--- config.mk ---
export PLATFORM = sky130hd
export DESIGN_NAME = dma_priority_arbiter
export DESIGN_NICKNAME = d
export VERILOG_FILES = /design/src/rtl/dma_priority_arbiter.sv
export SDC_FILE = /design/constraint.sdc
export NUM_CORES = 1
export LEC_CHECK = 0
export BUFFER_PORTS_ARGS = -buffer_cell sky130_fd_sc_hd__buf_4
export CAP_MARGIN = 10
export CELL_PAD_IN_SITES_DETAIL_PLACEMENT = 1
export CELL_PAD_IN_SITES_GLOBAL_PLACEMENT = 1
export CORE_ASPECT_RATIO = 0.9
export CORE_MARGIN = 5
export CORE_UTILIZATION = 34
export CTS_CLUSTER_SIZE = 25
export DETAILED_ROUTE_END_ITERATION = 10
export PLACE_DENSITY_LB_ADDON = 0.15
export SKIP_CTS_REPAIR_TIMING = 1
export SYNTH_ARGS = -nofsm -noshare
export SYNTH_HDL_FRONTEND = slang
export SYNTH_SLANG_ARGS = --single-unit
--- constraint.sdc ---
create_clock -name Clock -period 2.2 [get_ports Clock]
set_input_delay 0 -clock Clock [delete_from_list [all_inputs] [get_ports Clock]]
set_output_delay 0 -clock Clock [all_outputs]
set_load 0.01 [all_outputs]
--- src/rtl/dma_priority_arbiter.sv ---
// DMA request arbiter and bus-hold sequencer.
// Qualifies DREQ/SwReq against the mask and picks a channel with fixed or
// rotating priority. It runs the HRQ/HLDA handshake with the CPU and drives
// DACK to the granted channel.
module dma_priority_arbiter #(
   parameter  int NCH      = 4,
   parameter  int REQ_SYNC = 1,
   localparam int CW       = $clog2(NCH)
) (
   input  logic           Clock,
   input  logic           Reset,
   input  logic [NCH-1:0] DREQ,
   input  logic [7:0]     CommandReg,
   input  logic [NCH-1:0] MaskReg,
   input  logic [NCH-1:0] SwReq,
   input  logic           HLDA,
   input  logic           ServiceDone,
   output logic           HRQ,
   output logic [NCH-1:0] DACK,
   output logic           GrantValid,
   output logic [CW-1:0]  GrantChan,
   output logic [NCH-1:0] PendingReq,
   output logic [NCH-1:0] SwReqClr
);

   typedef enum logic [1:0] {IDLE, REQ, GRANT} state_t;

   state_t                       state_q, state_d;
   logic                         hrq_q, hrq_d;
   logic                         gv_q, gv_d;
   logic [CW-1:0]                chan_q, chan_d;
   logic [CW-1:0]                lp_q, lp_d;
   logic [NCH-1:0]               pend_q, pend_d;
   logic [NCH-1:0]               clr_q, clr_d;
   logic [REQ_SYNC-1:0][NCH-1:0] sync_q, sync_d;

   logic [NCH-1:0] dreq_pol;
   logic [NCH-1:0] pend;
   logic [CW-1:0]  winner;
   logic [CW-1:0]  base;
   logic [CW-1:0]  idx;
   logic           found;
   logic           unused_cmd;

   // Bits of the command register owned by other blocks.
   assign unused_cmd = ^{CommandReg[5], CommandReg[3], CommandReg[1:0]};

   // Normalise DREQ polarity so that 1 always means "requesting".
   assign dreq_pol = DREQ ^ {NCH{CommandReg[6]}};

   // Sampling chain: one or two flops between the pins and the arbiter.
   if (REQ_SYNC > 1) begin : g_sync2
      always_comb begin
         sync_d = {sync_q[0], dreq_pol};
      end
   end else begin : g_sync1
      always_comb begin
         sync_d = dreq_pol;
      end
   end

   // Software requests bypass both the sampling chain and the mask.
   always_comb begin
      pend   = (sync_q[REQ_SYNC-1] & ~MaskReg) | SwReq;
      pend_d = pend;
   end

   // Priority search starting just after the lowest-priority channel;
   // fixed mode behaves as if that pointer were parked at NCH-1.
   always_comb begin
      winner = '0;
      found  = 1'b0;
      idx    = '0;
      base   = CommandReg[4] ? lp_q : CW'(NCH - 1);
      for (int k = 1; k <= NCH; k++) begin
         idx = base + CW'(k);
         if (!found && pend[idx]) begin
            winner = idx;
            found  = 1'b1;
         end
      end
   end

   // Handshake sequencer: IDLE -> REQ (HRQ up) -> GRANT (HLDA seen) -> IDLE.
   always_comb begin
      state_d = state_q;
      hrq_d   = hrq_q;
      gv_d    = gv_q;
      chan_d  = chan_q;
      lp_d    = lp_q;
      clr_d   = '0;
      case (state_q)
         IDLE: begin
            if (|pend && !CommandReg[2]) begin
               state_d = REQ;
               hrq_d   = 1'b1;
            end
         end
         REQ: begin
            if (HLDA) begin
               state_d = GRANT;
               chan_d  = winner;
               gv_d    = 1'b1;
            end else if (pend == '0) begin
               state_d = IDLE;
               hrq_d   = 1'b0;
            end
         end
         GRANT: begin
            // ServiceDone wins over a simultaneous HLDA drop.
            if (ServiceDone) begin
               state_d       = IDLE;
               hrq_d         = 1'b0;
               gv_d          = 1'b0;
               clr_d[chan_q] = 1'b1;
               lp_d          = chan_q;
            end else if (!HLDA) begin
               state_d = IDLE;
               hrq_d   = 1'b0;
               gv_d    = 1'b0;
            end
         end
         default: begin
            state_d = IDLE;
            hrq_d   = 1'b0;
            gv_d    = 1'b0;
         end
      endcase
   end

   // State and registered outputs.
   always_ff @(posedge Clock) begin
      if (Reset) begin
         state_q <= IDLE;
         hrq_q   <= 1'b0;
         gv_q    <= 1'b0;
         chan_q  <= '0;
         lp_q    <= CW'(NCH - 1);
         pend_q  <= '0;
         clr_q   <= '0;
         sync_q  <= '0;
      end else begin
         state_q <= state_d;
         hrq_q   <= hrq_d;
         gv_q    <= gv_d;
         chan_q  <= chan_d;
         lp_q    <= lp_d;
         pend_q  <= pend_d;
         clr_q   <= clr_d;
         sync_q  <= sync_d;
      end
   end

   // DACK decoded from registered grant state at the configured polarity.
   always_comb begin
      DACK = {NCH{~CommandReg[7]}};
      if (gv_q) DACK[chan_q] = CommandReg[7];
   end

   assign HRQ        = hrq_q;
   assign GrantValid = gv_q;
   assign GrantChan  = chan_q;
   assign PendingReq = pend_q;
   assign SwReqClr   = clr_q;

endmodule

==> impl_metrics.ini <==
[global_routing]
grtUsageMet3_pct = 3.73
grt_overflow = 0
antenna_found_initial = 0
grtUsageMet1_pct = 15.3
grtUsageTotal_pct = 14.0
grt_pass1_wl_um = 4640
grt_pass1_vias = 1051
met2_usage_pct = 25.8
grt_max_degree = 18
grt_busiest_layer = met2

[synthesis]
yosysWarnings = 0
syn_inst = 123
yosysUniqueCellTypes = 39
synth_ff_type = dfxtp_1
syn_area_per_cell_um2 = 8.66
synth_top_area_share_pct = 37.6
synth-seq-cells = 20
syn_area_um2 = 1060
syn-num-nets = 147
ys_seq_area_share_pct = 37.6
synth_area_leaders = dfxtp_1 (38%), nor2_1 (5.6%), a21oi_1 (4.2%)
async_flop_share_pct = 0
synth_top_area_cell = dfxtp_1
synth_edf_count = 0

[cts]
cts.sinks = 20
cts_made_buffers = 3
ctsRootBufferMaster = clkbuf_4
htreeDepth = 1
cts_tree = yes
clock_latency_ns = 0.29
cts_buffer_depth = 2
path_clk_slew_ns = 0.11

[finish]
diodes = 0
fin_util_pct = 50.9
nets = 198
drive_gt1_share_pct = 30.6
syn2layout_area_growth_pct = 45.5

[sta]
rsz0062_at_grt = false
finalSetupTns_ns = 0
slew_headroom_pct = 63.2
finalCritPeriodShare_pct = 80.4
tightest_slew_ns = 0.550
setup_violations = 0
hold_violations = 0
whs_ns = 0.0305
finalMaxSlewViolations = 0
skew_ns = 0.00650
post-route-min-period_ns = 1.77
fmax_mhz = 566

[route]
drc = 0
dr.pass1.iters = 4
ant_nets = 0
viasPerCell = 4.90
num_vias = 1053
drt-wirelength-per-cell_um = 13.8
dr.first_iter.drc_count = 31
wirelength_um = 2980

[floorplan]
num_io_pins = 40
die_h_um = 63.1
start_util_pct = 35.0
core_area_um2 = 3040
die_x_um = 69.0
num_rows = 19
dieArea_um2 = 4350

[status]
status = completed

[critical_path]
cp_max_fo = 8
crit_type = flop to flop
cp-end-kind = flop
startpoint_type = flop
ff2ff_path_depth = 6
required_ns = 2.43
arrival_ns = 2.00

[power]
powerDensity_nw_per_um2 = 510
p_leak_nw = 0.638
peakVddDrop_mv = 0.307

[run]
drv_cap = 0

[place]
place_hpwl_um = 2300
gp_congestion = 0.813
portBuffers = 35

[hold_path]
holdPathStages = 3
hp-class = input port to flop
-- critical path, stage by stage (launching register included) --
cell and delay (ns):
dfxtp_1 0.32, nor2b_4 0.12, nor2_1 0.42, mux4_2 0.41, nand2b_4 0.06, o31a_1 0.29
o21ai_1 0.09
-- cell usage after synthesis, types with 2 or more instances --
cell type and number:
a211o_1 3, a21oi_1 9, clkbuf_1 4, dfxtp_1 20
inv_1 5, mux2i_1 2, mux4_2 2, nand2_1 4
nand2b_1 4, nand3_1 4, nor2_1 16, nor2b_2 2
nor2b_4 2, nor3_1 8, nor3b_1 2, o21ai_0 6
xnor2_1 4, xor2_1 5
-- per-layer routing --
metal	vias up	share of wire (%)
met5	-	0
met4	0	0.57
met3	2	2.7
met2	14	56
met1	508	41
li1	529	-
-- metrics by stage --
stage          worst slack (ns)  instances  instance area (um2)  power (mW)
6_report                  0.432        215                 1550       0.790
5_1_grt                   0.323        215                 1550       0.837
4_1_cts                   0.449        201                 1410       0.786
3_5_place_dp              0.512        197                 1370       0.568
3_3_place_gp              0.514        197                 1370       0.560
2_1_floorplan             0.645        123                 1060       0.489
-- registers in the layout, indices dropped and copies added, names as in the netlist --
| signal | count |
|---|---|
| PendingReq | 4 |
| SwReqClr | 4 |
| sync_q | 4 |
| GrantChan | 2 |
| lp_q | 2 |
| state_q | 2 |
| GrantValid | 1 |
| HRQ | 1 |
-- cells by family after synthesis --
family	share of synthesized area (%)
compound gates	14.9
xor+xnor	7.40
buf+inv	3.88
flops	37.6
mux	6.11
simple gates	30.1
-- area by class of cell --
cell class,count,area [um2]
clock buffers,4,36.3
fillers,381,1490
inverters,5,18.8
multi-input cells,93,623
flip-flops and latches,20,400
well taps,42,52.6
repair buffers,51,418
-- path summary, 6_finish.rpt --
path | from | end | slack [ns]
worst min-delay path | CommandReg[6] | sync_q[1]$_SDFF_PP0_ | 0.03
worst max-delay path | sync_q[0]$_SDFF_PP0_ | GrantChan[1]$_SDFFE_PP0P_ | 0.43
worst min register to register | lp_q[0]$_SDFFE_PP1P_ | lp_q[0]$_SDFFE_PP1P_ | 0.52
worst max register to register | sync_q[0]$_SDFF_PP0_ | GrantChan[1]$_SDFFE_PP0P_ | 0.43
-- power breakdown --
| part | total [mW] | internal [mW] | switching [mW] |
|---|---|---|---|
| logic | 0.186 | 0.104 | 0.0826 |
| clock network | 0.208 | 0.101 | 0.107 |
| registers | 0.395 | 0.381 | 0.0145 |
-- placed cells by master, fill, tap and decap left out, types with 3 or more instances in the layout --
cell / netlist / layout
nand2_1: 4 / 4
inv_1: 5 / 5
dlygate4sd3_1: 0 / 14
o21ai_0: 6 / 6
xor2_1: 5 / 5
dfxtp_1: 20 / 20
nor3_1: 8 / 8
xnor2_1: 4 / 4
nor2_1: 16 / 16
buf_4: 1 / 37
clkbuf_4: 0 / 3
a211o_1: 3 / 3
nand2b_1: 4 / 4
nand3_1: 4 / 4
a21oi_1: 9 / 9
Power figures use the tool's default switching activity.
